**config.mk**
```make
export PLATFORM = sky130hd
export DESIGN_NAME = mem_port_arbiter
export DESIGN_NICKNAME = d
export VERILOG_FILES = /design/src/rtl/mem_arb_pkg.sv /design/src/rtl/mem_arb_id_fifo.sv /design/src/rtl/mem_port_arbiter.sv
export SDC_FILE = /design/constraint.sdc
export NUM_CORES = 1
export LEC_CHECK = 0
export ABC_AREA = 0
export CELL_PAD_IN_SITES_DETAIL_PLACEMENT = 0
export CELL_PAD_IN_SITES_GLOBAL_PLACEMENT = 1
export CORE_MARGIN = 4
export CORE_UTILIZATION = 13
export CTS_CLUSTER_DIAMETER = 30
export DETAILED_ROUTE_END_ITERATION = 12
export GPL_TIMING_DRIVEN = 0
export HOLD_SLACK_MARGIN = 0.08
export PLACE_DENSITY_LB_ADDON = 0.12
export SLEW_MARGIN = 25
export SYNTH_ARGS = -nofsm -noshare
export SYNTH_HDL_FRONTEND = slang
export SYNTH_SLANG_ARGS = --single-unit
```
**constraint.sdc**
```tcl
create_clock -name clk_i -period 2.84 [get_ports clk_i]
set_input_delay 0.284 -clock clk_i [delete_from_list [all_inputs] [get_ports clk_i]]
set_output_delay 0.284 -clock clk_i [all_outputs]
set_load 0.01 [all_outputs]
```
**src/rtl/mem_arb_pkg.sv**
```systemverilog
// Shared types and the round-robin pick function for the memory-port arbiter.
package mem_arb_pkg;

    localparam int unsigned MAX_MASTERS = 8;
    localparam int unsigned CNT_W       = 32;

    typedef logic [2:0] id_t;

    typedef struct packed {
        logic found;
        id_t  idx;
    } pick_t;

    // Requests above N_MASTERS are zero, so a mod-8 search equals a mod-N search.
    function automatic pick_t rr_pick(input logic [MAX_MASTERS-1:0] req, input id_t prio);
        pick_t r;
        id_t   idx;
        r = '0;
        for (int unsigned i = 0; i < MAX_MASTERS; i++) begin
            idx = prio + id_t'(i);
            if (!r.found && req[idx]) begin
                r.found = 1'b1;
                r.idx   = idx;
            end
        end
        return r;
    endfunction

endpackage

```
**src/rtl/mem_arb_id_fifo.sv**
```systemverilog
// Outstanding-transaction ID FIFO; full/empty derived from wrap-bit pointers.
module mem_arb_id_fifo #(
    parameter int unsigned DEPTH = 2,
    parameter int unsigned WIDTH = 3
) (
    input  logic             clk_i,
    input  logic             rst_ni,
    input  logic             push_i,
    input  logic             pop_i,
    input  logic [WIDTH-1:0] data_i,
    output logic [WIDTH-1:0] head_o,
    output logic             full_o,
    output logic             empty_o
);

    localparam int unsigned AW = (DEPTH > 1) ? $clog2(DEPTH) : 1;
    localparam int unsigned PW = AW + 1;
    localparam int unsigned NE = 2 ** AW;

    logic [WIDTH-1:0] mem_q [NE];
    logic [PW-1:0]    wr_ptr_q;
    logic [PW-1:0]    rd_ptr_q;
    logic [PW-1:0]    fill;

    assign fill    = wr_ptr_q - rd_ptr_q;
    assign full_o  = (fill == PW'(DEPTH));
    assign empty_o = (fill == '0);
    assign head_o  = mem_q[rd_ptr_q[AW-1:0]];

    always_ff @(posedge clk_i or negedge rst_ni) begin
        if (!rst_ni) begin
            wr_ptr_q <= '0;
            rd_ptr_q <= '0;
            for (int unsigned i = 0; i < NE; i++) begin
                mem_q[i] <= '0;
            end
        end else begin
            if (push_i && !full_o) begin
                mem_q[wr_ptr_q[AW-1:0]] <= data_i;
                wr_ptr_q                <= wr_ptr_q + PW'(1);
            end
            if (pop_i && !empty_o) begin
                rd_ptr_q <= rd_ptr_q + PW'(1);
            end
        end
    end

endmodule

```
**src/rtl/mem_port_arbiter.sv**
```systemverilog
// Round-robin arbiter sharing one req/gnt/rvalid memory port among N masters.
// Optional per-master grant counters are built when MEM_ARB_STATS_EN is defined.
module mem_port_arbiter
    import mem_arb_pkg::*;
#(
    parameter int unsigned N_MASTERS = 2,
    parameter int unsigned ADDR_W    = 32,
    parameter int unsigned DATA_W    = 32,
    parameter int unsigned MAX_OUTST = 2
) (
    input  logic                                   clk_i,
    input  logic                                   rst_ni,
    input  logic [N_MASTERS-1:0]                   m_req_i,
    input  logic [N_MASTERS-1:0][ADDR_W-1:0]       m_addr_i,
    input  logic [N_MASTERS-1:0]                   m_we_i,
    input  logic [N_MASTERS-1:0][DATA_W/8-1:0]     m_be_i,
    input  logic [N_MASTERS-1:0][DATA_W-1:0]       m_wdata_i,
    output logic [N_MASTERS-1:0]                   m_gnt_o,
    output logic [N_MASTERS-1:0]                   m_rvalid_o,
    output logic [DATA_W-1:0]                      m_rdata_o,
    output logic                                   s_req_o,
    output logic [ADDR_W-1:0]                      s_addr_o,
    output logic                                   s_we_o,
    output logic [DATA_W/8-1:0]                    s_be_o,
    output logic [DATA_W-1:0]                      s_wdata_o,
    input  logic                                   s_gnt_i,
    input  logic                                   s_rvalid_i,
    input  logic [DATA_W-1:0]                      s_rdata_i,
    output logic                                   err_o,
    output logic [N_MASTERS-1:0][CNT_W-1:0]        grant_cnt_o
);

    localparam int unsigned BE_W = DATA_W / 8;

    id_t                    prio_q;
    logic                   err_q;
    pick_t                  pick;
    logic [MAX_MASTERS-1:0] req_ext;
    logic                   handshake;
    logic                   fifo_full;
    logic                   fifo_empty;
    logic                   pop;
    id_t                    head_id;

    assign req_ext   = MAX_MASTERS'(m_req_i);
    assign pick      = rr_pick(req_ext, prio_q);
    // Full blocks requests regardless of a same-cycle pop: no rvalid->req path.
    assign s_req_o   = pick.found && !fifo_full;
    assign handshake = s_req_o && s_gnt_i;
    assign pop       = s_rvalid_i && !fifo_empty;
    assign m_rdata_o = s_rdata_i;
    assign err_o     = err_q;

    // Winner's request fields onto the slave channel, zeros when idle.
    always_comb begin
        s_addr_o  = '0;
        s_we_o    = 1'b0;
        s_be_o    = '0;
        s_wdata_o = '0;
        for (int unsigned i = 0; i < N_MASTERS; i++) begin
            if (pick.found && (pick.idx == id_t'(i))) begin
                s_addr_o  = m_addr_i[i];
                s_we_o    = m_we_i[i];
                s_be_o    = m_be_i[i];
                s_wdata_o = m_wdata_i[i];
            end
        end
    end

    always_comb begin
        m_gnt_o    = '0;
        m_rvalid_o = '0;
        for (int unsigned i = 0; i < N_MASTERS; i++) begin
            m_gnt_o[i]    = handshake && (pick.idx == id_t'(i));
            m_rvalid_o[i] = pop && (head_id == id_t'(i));
        end
    end

    mem_arb_id_fifo #(
        .DEPTH (MAX_OUTST),
        .WIDTH ($bits(id_t))
    ) u_id_fifo (
        .clk_i   (clk_i),
        .rst_ni  (rst_ni),
        .push_i  (handshake),
        .pop_i   (pop),
        .data_i  (pick.idx),
        .head_o  (head_id),
        .full_o  (fifo_full),
        .empty_o (fifo_empty)
    );

    always_ff @(posedge clk_i or negedge rst_ni) begin
        if (!rst_ni) begin
            prio_q <= '0;
            err_q  <= 1'b0;
        end else begin
            if (handshake) begin
                prio_q <= (pick.idx == id_t'(N_MASTERS - 1)) ? id_t'(0) : pick.idx + id_t'(1);
            end
            if (s_rvalid_i && fifo_empty) begin
                err_q <= 1'b1;
            end
        end
    end

`ifdef MEM_ARB_STATS_EN
    logic [N_MASTERS-1:0][CNT_W-1:0] cnt_q;

    always_ff @(posedge clk_i or negedge rst_ni) begin
        if (!rst_ni) begin
            cnt_q <= '0;
        end else begin
            for (int unsigned i = 0; i < N_MASTERS; i++) begin
                if (m_gnt_o[i]) begin
                    cnt_q[i] <= cnt_q[i] + CNT_W'(1);
                end
            end
        end
    end

    assign grant_cnt_o = cnt_q;
`else
    assign grant_cnt_o = '0;
`endif

endmodule

```
==> impl_metrics.py, run 1 <==
metrics = {
    "run_status": {
        "status": "complete, but fails checks",
        "violations": "setup timing",
    },
    "setup_path": {
        "worst-path-max-fanout": 6,
        "kind_of_capture_point_of_the_worst_setup_path": "output port",
        "timing.critical_path.mode_cell": "sky130_fd_sc_hd__buf_6",
        "cp-startpoint": "prio_q[0]",
        "setup.worst_path.start_class": "flip-flop",
        "class_of_the_most_critical_setup_path": "reg2out",
        "crit_path_cell_trace": "buf_6 -> clkinvlp_4 -> ha_4 -> buf_6 -> o21ba_4 -> a211oi_2 -> o21ai_1 -> a31o_2 -> and3_4 -> buf_8 -> buf_8 -> a22o_1 -> buf_6",
        "critPathMaxStageDelay_ps": 360,
        "crit_slowest_cell": "sky130_fd_sc_hd__dfrtp_1",
        "kind_of_cell_adding_the_most_delay_to_the_critical_path": "compound AO/OA/AOI/OAI gates",
        "cp.arrival_ps": 2800,
        "required_arrival_time_at_the_worst_endpoint_ps": 2560,
        "cp.buffers_inverters": 6,
        "r2r-start": "prio_q[0]",
    },
    "place": {
        "gpl_congestion": 0.7593,
        "dpl-instance-area_um2": 5408,
        "hpwl_mm": 11.42,
        "numPortBuffers": 249,
    },
    "final_layout": {
        "antenna-diode-count": 0,
        "layout-area-overhead-vs-synth_pct": 141.3,
        "layout-drive-gt1-share": 0.3789,
        "finish.instance_area_um2": 5772,
        "nNetsFinal": 815,
    },
    "logic_synthesis": {
        "synth_ff_type": "sky130_fd_sc_hd__dfrtp_1",
        "post_synth_inst_count": 292,
        "synth-edff-count": 0,
        "yosys.cell_types.count": 40,
        "yosysMostFrequentCell": "sky130_fd_sc_hd__buf_4",
        "postSynthAreaPerCell_um2": 8.193,
        "synth_top_cells_by_area": "sky130_fd_sc_hd__buf_4 (30%), sky130_fd_sc_hd__a22o_1 (25%), sky130_fd_sc_hd__dfrtp_1 (15%)",
        "synth-seq-cells": 14,
        "yosysTopAreaCellShare": 0.3044,
        "commonest_cells_in_the_netlist": "sky130_fd_sc_hd__buf_4 (97), sky130_fd_sc_hd__a22o_1 (69), sky130_fd_sc_hd__dfrtp_1 (14)",
        "netlist.top_cell.by_area": "sky130_fd_sc_hd__buf_4",
        "netlist_area_um2": 2392,
        "async_flop_share": 1.000,
        "synthesis.yosys.warnings": 0,
        "synth_sequential_area_ratio": 0.1464,
    },
    "clock_network": {
        "cts_hold_buf": 0,
        "cts_htree_levels": 1,
        "clk_pin_slew_ps": 50,
        "max-clock-path-buffers": 2,
        "numClockSinks": 14,
        "worstSkewPairLatency_ps": 240,
        "cts-root-buf": "sky130_fd_sc_hd__clkbuf_16",
        "total_clock_buffers_created_by_cts": 3,
        "tritoncts": "yes",
    },
    "detailed_routing": {
        "finalWirelength_mm": 13.94,
        "post-route-drc-count": 0,
        "vias_per_cell": 3.799,
        "antenna_left": 0,
        "route.vias.total": 3286,
        "drt_pass1_iterations": 6,
        "detail_route.wl_per_cell_um": 16.11,
        "first_iter_violations": 68,
    },
    "global_routing": {
        "grt_pass1_wl_mm": 18.09,
        "grt_start_max_net_pins": 15,
        "first_global_vias": 3154,
        "grt_util_all_layers": 0.1111,
        "globalRoute.totalOverflow": 0,
        "number_of_antenna_violations_at_the_first_check_in_global_routing": 0,
    },
    "timing": {
        "setup_violations": 69,
        "timing.hold.ws_ps": 453.0,
        "tightestPinTransition_ps": 669.7,
        "fmax_mhz": 324.3,
        "rsz0062_at_grt": "true",
        "final.period_utilization": 1.086,
        "worst_clock_skew_ps": 2.175,
        "slew_headroom": 0.5521,
        "timing.final.ws_setup_ps": -244.0,
        "finalCriticalPeriod_ps": 3084,
        "fin_hold_viols": 0,
        "fin_setup_tns_ps": -12140,
        "drv_slew": 0,
    },
    "pwr": {
        "worst_ir_drop_vdd_mv": 0.2668,
        "power_leakage_nw": 2.755,
        "powerDensity_nw_per_um2": 649.5,
    },
    "die": {
        "initial_core_util": 0.1327,
        "chipWidth_um": 143.7,
        "floorplan.io_pins": 347,
        "core_region_area_um2": 18020,
        "die-height_um": 143.7,
        "fp.dieArea_um2": 20640,
        "num_rows": 49,
    },
    "min_path": {
        "timing.hold.worst.class": "in2async",
    },
    "job": {
        "max_cap_viol_count": 0,
    },
}
final cells by class:
class	instances	area, µm²
clock buffers	4	88.84
inverters	5	27.53
plain buffers	114	913.4
multi-input cells	218	1508
well taps	229	286.5
flip-flops and latches	14	350.3
repair buffers	281	2597
fillers	1923	12250
power breakdown:
| group | total [mW] | switching, mW | internal [mW] |
|---|---|---|---|
| Clock | 0.293 | 0.0796 | 0.213 |
| Sequential | 0.280 | 0.0283 | 0.251 |
| Combinational | 3.18 | 1.44 | 1.73 |
cell usage in the layout (no fill, tap or decap), types with 2 or more instances in the layout:
cell and count:
sky130_fd_sc_hd__nand2_1 5, sky130_fd_sc_hd__xnor2_1 6, sky130_fd_sc_hd__a31o_2 2, sky130_fd_sc_hd__clkbuf_1 2, sky130_fd_sc_hd__nand4_1 2, sky130_fd_sc_hd__buf_2 45, sky130_fd_sc_hd__a311oi_1 3, sky130_fd_sc_hd__a21oi_1 8
sky130_fd_sc_hd__clkbuf_16 5, sky130_fd_sc_hd__mux2_2 2, sky130_fd_sc_hd__a31oi_1 4, sky130_fd_sc_hd__nor2b_1 6, sky130_fd_sc_hd__dfrtp_1 14, sky130_fd_sc_hd__nor2_1 9, sky130_fd_sc_hd__a22o_1 69, sky130_fd_sc_hd__inv_1 2
sky130_fd_sc_hd__clkbuf_2 9, sky130_fd_sc_hd__clkbuf_8 2, sky130_fd_sc_hd__nand3_1 2, sky130_fd_sc_hd__and3_4 2, sky130_fd_sc_hd__buf_12 2, sky130_fd_sc_hd__o21ai_0 2, sky130_fd_sc_hd__and2_1 4, sky130_fd_sc_hd__conb_1 64
sky130_fd_sc_hd__nor3_1 2, sky130_fd_sc_hd__and3_1 2, sky130_fd_sc_hd__buf_4 115, sky130_fd_sc_hd__clkdlybuf4s50_1 178, sky130_fd_sc_hd__nand2b_1 2, sky130_fd_sc_hd__buf_8 7, sky130_fd_sc_hd__buf_6 33
path summary, 6_finish.rpt:
check	end	slack, ps	cells after the start
max in group asynchronous	prio_q[2]	1960	1
worst min register to register	err_o	460	1
min in group clk_i	err_o	460	1
worst max register to register	u_id_fifo.mem_q[3]	530	10
worst min-delay path	u_id_fifo.wr_ptr_q[1]	450	1
worst max-delay path	s_addr_o[6]	-240	13
per-layer routing:
layer,GRT usage,share of wire,vias up
met2,0.2232,0.55,196
li1,-,-,1593
met4,0.01239,0.0080,0
met5,0,0,-
met1,0.1192,0.34,1489
met3,0.02762,0.094,8
registers in the layout (all words and copies together) (netlist names):
signal and count:
u_id_fifo.mem_q 6, prio_q 3, u_id_fifo.rd_ptr_q 2, u_id_fifo.wr_ptr_q 2, err_o 1
cells by family (layout without fill, tap and decap cells):
group / count (synthesis) / in the layout / share of synthesized area
adders and majority gates: 2 / 2 / 0.01046
xor gates and xnor gates: 7 / 7 / 0.02877
DFF: 14 / 14 / 0.1464
buffers and inverters: 124 / 404 / 0.3651
and+or+nand+nor: 41 / 42 / 0.09048
AOI/OAI and AO/OA: 98 / 98 / 0.3332
other: 1 / 64 / 0.001568
muxes: 5 / 5 / 0.02406
timing repair:
| item | 4_1_cts | 5_1_grt |
|---|---|---|
| setup buffers | 17 | 14 |
| cloned | 2 | 3 |
| pin swaps | 12 | 26 |
| gates resized for setup | 308 | 72 |
| setup endpoints to repair | 73 | 71 |
per-stage QoR:
stage,util,total power [mW],instances,setup slack (ps)
floorplan,-,1.707,355,34.51
finish,0.3202,3.749,865,-244.0
CTS,0.3106,3.526,855,-233.2
global route,0.3202,4.016,865,-378.4
global placement,0.3000,3.137,833,-1169
detailed placement,0.3000,3.118,833,-1167
Note: power is estimated with default switching activity, not from simulation.
==> inputs of run 2 (changes only) <==
CTS_CLUSTER_DIAMETER = 60   (was 30)
==> results of run 2 <==
Same layout as run 1: the final DEF is identical, and so are final timing and power.
==> inputs of run 3 (changes only) <==
CORE_ASPECT_RATIO = 1.5   (was default)
RECOVER_POWER = 25   (was default)
==> run 3 against run 2 <==
Compared with the run above:
- the run still ends with setup timing left
- sequential cell count unchanged
- final area up 2.0%
- register-to-register slack worse by 190 ps
- critical path type unchanged
- largest cell class unchanged
- largest power group unchanged
==> impl_metrics.py, run 3 (synthesis results as in run 1) <==
metrics = {
    "timing": {
        "tightestPinTransition_ps": 641.6,
        "rsz0062_at_grt": "true",
        "worst_clock_skew_ps": 0.9472,
        "slew_headroom": 0.5709,
        "fin_setup_tns_ps": -14890,
        "timing.final.ws_setup_ps": -294.6,
        "final.period_utilization": 1.104,
        "fin_hold_viols": 0,
        "fmax_mhz": 319.0,
        "finalCriticalPeriod_ps": 3135,
        "setup_violations": 70,
        "drv_slew": 0,
    },
    "detailed_routing": {
        "vias_per_cell": 3.882,
        "antenna_left": 0,
        "detail_route.wl_per_cell_um": 18.22,
        "first_iter_violations": 102,
        "finalWirelength_mm": 15.42,
        "post-route-drc-count": 0,
        "route.vias.total": 3284,
        "drt_pass1_iterations": 4,
    },
    "global_routing": {
        "grt_util_all_layers": 0.1367,
        "first_global_vias": 3362,
        "number_of_antenna_violations_at_the_first_check_in_global_routing": 3,
        "grt_start_max_net_pins": 15,
        "grt_pass1_wl_mm": 21.78,
        "globalRoute.totalOverflow": 0,
    },
    "min_path": {
        "timing.hold.worst_endpoint": "err_o",
        "timing.hold.worst.class": "reg2reg",
        "whs_path_depth": 1,
        "holdCritStartpoint": "err_o",
    },
    "setup_path": {
        "r2r-start": "prio_q[0]",
        "crit_slowest_cell": "sky130_fd_sc_hd__dfrtp_1",
        "r2r_slack_ps": 340,
        "worst-r2r-cell-count": 13,
        "cp.buffers_inverters": 7,
        "class_of_the_most_critical_setup_path": "reg2out",
        "critPathMaxStageDelay_ps": 360,
        "timing.critical_path.mode_cell": "sky130_fd_sc_hd__buf_6",
        "required_arrival_time_at_the_worst_endpoint_ps": 2560,
        "worst-path-max-fanout": 10,
        "cp.arrival_ps": 2850,
        "crit_path_cell_trace": "buf_6 -> clkinvlp_4 -> ha_4 -> buf_6 -> inv_4 -> nor4_4 -> nor3b_2 -> o21ai_2 -> buf_6 -> nand3_4 -> buf_6 -> a22o_1 -> dlygate4sd2_1",
        "kind_of_cell_adding_the_most_delay_to_the_critical_path": "buffers and inverters",
        "regToRegEndpoint": "u_id_fifo.mem_q[3]",
        "setup.worst_path.start_class": "flip-flop",
        "kind_of_capture_point_of_the_worst_setup_path": "output port",
    },
    "die": {
        "die-height_um": 174.1,
        "initial_core_util": 0.1328,
        "fp.dieArea_um2": 20680,
        "chipWidth_um": 118.8,
        "floorplan.io_pins": 347,
        "core_region_area_um2": 18020,
        "num_rows": 60,
    },
    "final_layout": {
        "layout-drive-gt1-share": 0.3461,
        "final_common_cell": "sky130_fd_sc_hd__clkdlybuf4s50_1",
        "reg.largest.list": "u_id_fifo.mem_q: 6 flops, prio_q: 3 flops",
        "layout.cells.non_filler": 846,
        "final_cell_mix": "sky130_fd_sc_hd__clkdlybuf4s50_1 (176), sky130_fd_sc_hd__buf_4 (106), sky130_fd_sc_hd__a22o_1 (64), sky130_fd_sc_hd__conb_1 (64), sky130_fd_sc_hd__buf_2 (30)",
        "nNetsFinal": 807,
        "regMostFlops": "u_id_fifo.mem_q",
        "finish.instance_area_um2": 5884,
        "layout-area-overhead-vs-synth_pct": 146.0,
        "largest_reg_flops": 6,
        "fillCellCount": 1893,
    },
    "pwr": {
        "cellInternalPower_mw": 2.238,
        "powerDensity_nw_per_um2": 655.5,
        "fin_total_pwr_mw": 3.857,
        "power_frac_clock": 0.066,
        "p_sw_mw": 1.620,
        "netSwitchingFraction": 0.4199,
        "share_comb_of_total_power": 0.862,
        "power_frac_seq": 0.073,
        "power_leakage_nw": 2.777,
        "worst_ir_drop_vdd_mv": 0.2586,
    },
    "clock_network": {
        "cts_hold_buf": 0,
        "max-clock-path-buffers": 2,
        "tritoncts": "yes",
        "numClockSinks": 14,
        "worstSkewPairLatency_ps": 240,
        "cts-root-buf": "sky130_fd_sc_hd__clkbuf_16",
        "total_clock_buffers_created_by_cts": 3,
        "cts_htree_levels": 1,
        "clk_pin_slew_ps": 40,
    },
    "place": {
        "gpl_congestion": 0.7773,
        "dpl-instance-area_um2": 5393,
        "hpwl_mm": 13.18,
        "dp_worst_setup_slack_ps": -1299,
        "numPortBuffers": 249,
        "placed_cells_incl_taps": 821,
    },
    "run_status": {
        "status": "complete, but fails checks",
        "violations": "setup timing",
    },
    "job": {
        "max_cap_viol_count": 0,
    },
}
==> run 3: worst register-to-register path, stage by stage (launching register included) <==
cell                         delay (ps)
sky130_fd_sc_hd__dfrtp_1            360
sky130_fd_sc_hd__buf_6              110
sky130_fd_sc_hd__clkinvlp_4         110
sky130_fd_sc_hd__ha_4               300
sky130_fd_sc_hd__buf_6              130
sky130_fd_sc_hd__inv_4               40
sky130_fd_sc_hd__nor4_4             280
sky130_fd_sc_hd__nor3b_2             90
sky130_fd_sc_hd__o21ai_2            220
sky130_fd_sc_hd__buf_6              160
sky130_fd_sc_hd__buf_12              90
sky130_fd_sc_hd__nand3_4             90
sky130_fd_sc_hd__buf_12             150
sky130_fd_sc_hd__mux2_2             250
==> run 3: metrics by stage <==
stage / hold slack, ps / util
2_1_floorplan: -11.59 / -
3_3_place_gp: 470.4 / 0.2993
3_5_place_dp: 467.1 / 0.2993
4_1_cts: 476.1 / 0.3208
5_1_grt: 478.4 / 0.3266
6_report: 469.5 / 0.3266
==> run 3: layout make-up <==
type	instances	area [µm²]	area share
Antenna cell	2	5.005	0.0008505
Buffer	118	993.5	0.1688
Clock buffer	3	75.07	0.01276
Inverter	5	27.53	0.004678
Multi-Input combinational cell	218	1554	0.2641
Sequential cell	14	350.3	0.05954
Tap cell	217	271.5	0.04614
Timing Repair Buffer	269	2608	0.4431
==> run 3: power by group through the flow <==
stage | Sequential [mW] | Combinational (mW) | Clock, mW
6_report | 0.281 | 3.32 | 0.253
5_1_grt | 0.286 | 3.59 | 0.270
4_1_cts | 0.281 | 3.23 | 0.263
3_5_place_dp | 0.284 | 2.94 | 0
3_3_place_gp | 0.282 | 2.94 | 0
2_1_floorplan | 0.277 | 1.43 | 0
==> run 3: metal layers <==
| layer | global-route usage | up-vias | share of wire |
|---|---|---|---|
| met2 | 0.2676 | 213 | 0.53 |
| met3 | 0.04883 | 6 | 0.11 |
| met4 | 0.01740 | 2 | 0.0068 |
| met1 | 0.1411 | 1478 | 0.35 |
| li1 | - | 1585 | - |
| met5 | 0 | - | 0.00084 |
==> run 3: worst max-delay path by stage <==
stage / from / endpoint / slack, ps / cells after the start
5_1_grt: prio_q[0] / s_addr_o[28] / -450 / 13
4_1_cts: prio_q[0] / s_addr_o[5] / -290 / 13
6_report: prio_q[0] / s_addr_o[28] / -290 / 13
2_1_floorplan: prio_q[1] / s_addr_o[10] / 30 / 13
3_3_place_gp: prio_q[1] / s_addr_o[4] / -1260 / 12
3_5_place_dp: prio_q[1] / s_addr_o[4] / -1300 / 12
==> run 3: timing repair <==
action	4_1_cts	5_1_grt
pin swaps	19	8
setup buffers	11	5
cloned	4	1
gates resized for setup	288	44
endpoints found under the setup margin	73	71
